==> src/rtl/line_tap_buffer.sv <==
// K-tap line buffer: each push returns K vertically aligned samples spaced L pushes apart.
// L is loaded on clear; the outputs stay gated until (K-1)*L samples have been collected.
module line_tap_buffer #(
  parameter int N    = 16,
  parameter int DMAX = 27,
  parameter int K    = 3,
  parameter int LW   = 5
) (
  input  logic           iCLK,
  input  logic           iRSTn,
  input  logic           iclr,
  input  logic [LW-1:0]  ilen,
  input  logic           ivalid,
  input  logic [N-1:0]   idata,
  output logic           ovalid,
  output logic [N*K-1:0] otaps,
  output logic           oprimed
);

  localparam int AW = (DMAX > 1) ? $clog2(DMAX) : 1;
  localparam int FW = $clog2((K - 1) * DMAX + 1);
  localparam logic [LW-1:0] DMAX_L = LW'(DMAX);

  // Zero or out-of-range lengths fall back to the full row depth.
  function automatic logic [LW-1:0] sat_len(input logic [LW-1:0] len);
    if ((len == '0) || (len > DMAX_L)) return DMAX_L;
    return len;
  endfunction

  logic [LW-1:0]  len_q, len_d;
  logic [LW-1:0]  ptr_q, ptr_d;
  logic [FW-1:0]  fcnt_q, fcnt_d;
  logic [FW-1:0]  full_cnt;
  logic [N*K-1:0] taps_q, taps_d;
  logic           ovalid_q, ovalid_d;
  logic [N-1:0]   row_q [K-1][DMAX];
  logic [N-1:0]   row_d [K-1][DMAX];
  logic [AW-1:0]  wa;

  assign wa       = ptr_q[AW-1:0];
  assign full_cnt = FW'((K - 1) * len_q);

  always_comb begin
    len_d    = len_q;
    ptr_d    = ptr_q;
    fcnt_d   = fcnt_q;
    taps_d   = taps_q;
    ovalid_d = 1'b0;
    row_d    = row_q;
    if (iclr) begin
      len_d  = sat_len(ilen);
      ptr_d  = '0;
      fcnt_d = '0;
      taps_d = '0;
    end else if (ivalid) begin
      taps_d[N-1:0] = idata;
      for (int k = 1; k < K; k++) taps_d[N*k +: N] = row_q[k-1][wa];
      // All rows shift at the same column, so row j holds sample n-(j+1)*L.
      row_d[0][wa] = idata;
      for (int j = 1; j < K - 1; j++) row_d[j][wa] = row_q[j-1][wa];
      ptr_d = (ptr_q == len_q - LW'(1)) ? '0 : ptr_q + LW'(1);
      if (fcnt_q != full_cnt) fcnt_d = fcnt_q + FW'(1);
      ovalid_d = (fcnt_q == full_cnt);
    end
  end

  always_ff @(posedge iCLK or negedge iRSTn) begin
    if (!iRSTn) begin
      len_q    <= DMAX_L;
      ptr_q    <= '0;
      fcnt_q   <= '0;
      taps_q   <= '0;
      ovalid_q <= 1'b0;
      for (int j = 0; j < K - 1; j++)
        for (int a = 0; a < DMAX; a++) row_q[j][a] <= '0;
    end else begin
      len_q    <= len_d;
      ptr_q    <= ptr_d;
      fcnt_q   <= fcnt_d;
      taps_q   <= taps_d;
      ovalid_q <= ovalid_d;
      row_q    <= row_d;
    end
  end

  assign ovalid  = ovalid_q;
  assign otaps   = taps_q;
  assign oprimed = (fcnt_q == full_cnt);

endmodule

==> config.mk <==
export PLATFORM = sky130hd
export DESIGN_NAME = line_tap_buffer
export DESIGN_NICKNAME = d
export VERILOG_FILES = /design/src/rtl/line_tap_buffer.sv
export SDC_FILE = /design/constraint.sdc
export NUM_CORES = 1
export LEC_CHECK = 0
export ABC_CLOCK_PERIOD_IN_PS = 3500
export CAP_MARGIN = 20
export CELL_PAD_IN_SITES_DETAIL_PLACEMENT = 0
export CELL_PAD_IN_SITES_GLOBAL_PLACEMENT = 1
export CORE_UTILIZATION = 52
export CTS_CLUSTER_SIZE = 12
export DETAILED_ROUTE_END_ITERATION = 8
export PLACE_DENSITY = 0.85
export SYNTH_ARGS = -nofsm -noshare
export SYNTH_HDL_FRONTEND = slang
export SYNTH_SLANG_ARGS = --single-unit
==> constraint.sdc <==
create_clock -name iCLK -period 3.5 [get_ports iCLK]
set_input_delay 0.7 -clock iCLK [delete_from_list [all_inputs] [get_ports iCLK]]
set_output_delay 0.7 -clock iCLK [all_outputs]
set_load 0.005 [all_outputs]
==> results.json <==
{
  "area_growth_pct": 12.2,
  "path_clk_slew_ps": 60,
  "p_leak_nw": 21.1,
  "synth_cell_type_count": 63,
  "rsz0062_at_grt": "no",
  "criticalPathCategory": "flip-flop to output port",
  "wl_per_cell_um": 25.5,
  "async_flop_share_pct": 100,
  "hold_viol_final": 0,
  "die_area_um2": 82700,
  "grt_max_degree": 141,
  "dp_hpwl_mm": 75.3,
  "end_kind": "output port",
  "cts_max_level": 3,
  "ctsRootBufferMaster": "clkbuf_16",
  "synthCells": 3539,
  "p_per_area_nw_per_um2": 535,
  "syn_nets": 3570,
  "clock.fmax_mhz": 310,
  "core_area_um2": 80500,
  "timing.final.ws_setup_ps": 279,
  "fin_worst_skew_ps": 25.6,
  "die_w_um": 288,
  "synth_edf_count": 0,
  "yosysWarningCount": 0,
  "place_congestion": 0.868,
  "path_max_fanout": 5,
  "drt_iter0_drc": 2788,
  "cts_tree": "built",
  "max-vdd-ir-drop_mv": 0.389,
  "relSlewSlack_pct": 26.7,
  "worstMarginPinSlew_ps": 1100,
  "ys_seq_area_share_pct": 54.8,
  "antenna_left": 0,
  "num_vias": 28300,
  "final_cell_mix": "dfrtp_1 (922), mux2_2 (426), nor2_1 (400)",
  "drive_above_1_share_pct": 27.8,
  "antenna_found_initial": 1,
  "start_util_pct": 52.6,
  "pre_cts_slack_ps": 634,
  "drc": 0,
  "hold_path_class": "flip-flop to flip-flop",
  "setup_viol": 0,
  "dr.pass1.iters": 6,
  "final_common_cell": "dfrtp_1",
  "grt-ovfl-total": 0,
  "rows": 104,
  "ys_ff_latch": 929,
  "grt_use_total_pct": 29.3,
  "dieHeight_um": 288,
  "cp_data_arrival_time_ps": 2520,
  "wirelength_mm": 119,
  "placed_area_um2": 44500,
  "fin_crit_sh_pct": 92.0,
  "fin_tns_setup_ps": 0,
  "final_core_util_pct": 59.1,
  "grt_pass1_wl_mm": 180,
  "clock-sinks": 929,
  "final_area_um2": 47600,
  "outcome": "completed",
  "cts_setup_buffers": 0,
  "finalCriticalPeriod_ps": 3220,
  "cts_buffers": 95,
  "synthFlopType": "dfrtp_1",
  "syn_avg_cell_area_um2": 12.0,
  "worst_setup_path_start_kind": "flip-flop",
  "insertion_delay_ps": 660,
  "synth_area_um2": 42400,
  "cp.required_ps": 2800,
  "portBuffers": 74,
  "grt_pass1_vias": 28400,
  "io_pins": 75,
  "maxSlewViolCount": 0,
  "maxCapViolCount": 0,
  "nets": 3589,
  "cts_buffer_depth": 3,
  "vias_per_cell": 6.06
}
[final timing paths]
kind                            slack (ps)  cells past startpoint                endpoint                    from
worst max-delay path                   280                      4                 oprimed    len_q[3]$_DFFE_PN1P_
min in group asynchronous              560                      2  row_q[117]$_DFFE_PN0P_                   iRSTn
worst min register to register         470                      2  row_q[551]$_DFFE_PN0P_  row_q[551]$_DFFE_PN0P_
worst min-delay path                   470                      2  row_q[551]$_DFFE_PN0P_  row_q[551]$_DFFE_PN0P_
worst max register to register         520                      7   row_q[58]$_DFFE_PN0P_    ptr_q[1]$_DFFE_PN0P_
max in group asynchronous             1760                      3  row_q[343]$_DFFE_PN0P_                   iRSTn
[layer usage]
metal  global-route usage (%)  wire, um  vias to the layer above
met1                     40.6     51100                    14600
met5                        0         9                        -
met4                     11.0      4130                        2
met3                     5.49      8280                      215
met2                     45.8     55600                     1039
li1                         -         -                    12500
[critical path, stage by stage, from the launching register on]
cell and delay [ps]:
dfstp_2 590, xnor2_1 130, nand4_1 190, nor3_1 380
clkdlybuf4s50_1 580
[kinds of logic (layout without fill, tap and decap cells)]
kind of cell	Yosys count	count (layout)	share of synthesized area [%]
buf+inv	344	422	4.58
fa+ha+maj	6	6	0.177
other cells	0	1	0
simple gates	790	790	7.93
xor+xnor	14	14	0.289
mux	767	767	21.8
flops	929	929	54.8
compound gates	689	689	10.4
[timing repair]
action | in CTS | in global routing
setup endpoints to repair | 0 | 0
gates resized for setup | 0 | 0
endpoints found under the hold margin | 13 | 0
hold buffers | 1 | 0
[through the flow]
stage          std cells  total power, mW  hold WS, ps
2_1_floorplan       3539             14.6          404
3_3_place_gp        4514             15.8          457
3_5_place_dp        4514             15.9          463
4_1_cts             4671             25.6          477
5_1_grt             4677             26.4          493
6_report            4678             25.5          474
[synth_stat cells (31+ instances only)]
library cell / instances / share of area, %
dfrtp_1: 925 / 55
mux2_2: 426 / 11
nor2_1: 419 / 3.7
mux2i_1: 260 / 6.1
a21oi_1: 238 / 2.8
nand2_1: 232 / 2.1
buf_2: 126 / 1.5
a21oi_2: 120 / 2.5
o21ai_0: 119 / 1.4
clkbuf_1: 112 / 0.99
mux4_2: 81 / 4.3
o22ai_1: 68 / 1.0
a22oi_1: 55 / 0.97
buf_4: 49 / 0.87
nor3_1: 31 / 0.37
[final cells by class]
type,instances,area [um^2]
Antenna cell,1,2.50
Fill cell,6486,33000
Timing Repair Buffer,260,2670
Inverter,6,22.5
Tap cell,1060,1330
Clock inverter,15,150
Multi-Input combinational cell,2266,17400
Sequential cell,929,23300
Clock buffer,141,2780
[state kept, by name, summed over array words and instances, names as in the netlist]
register and cells:
ptr_q 5, row_q 864, ovalid 1, len_q 5
fcnt_q 6, otaps 48
[power by group]
group / internal [mW] / switching, mW / leakage, nW
logic: 1.53 / 2.16 / 7.06
registers: 11.5 / 0.495 / 12.7
clock network: 5.59 / 4.16 / 1.44
No activity file was read; power rests on OpenSTA's default activity.
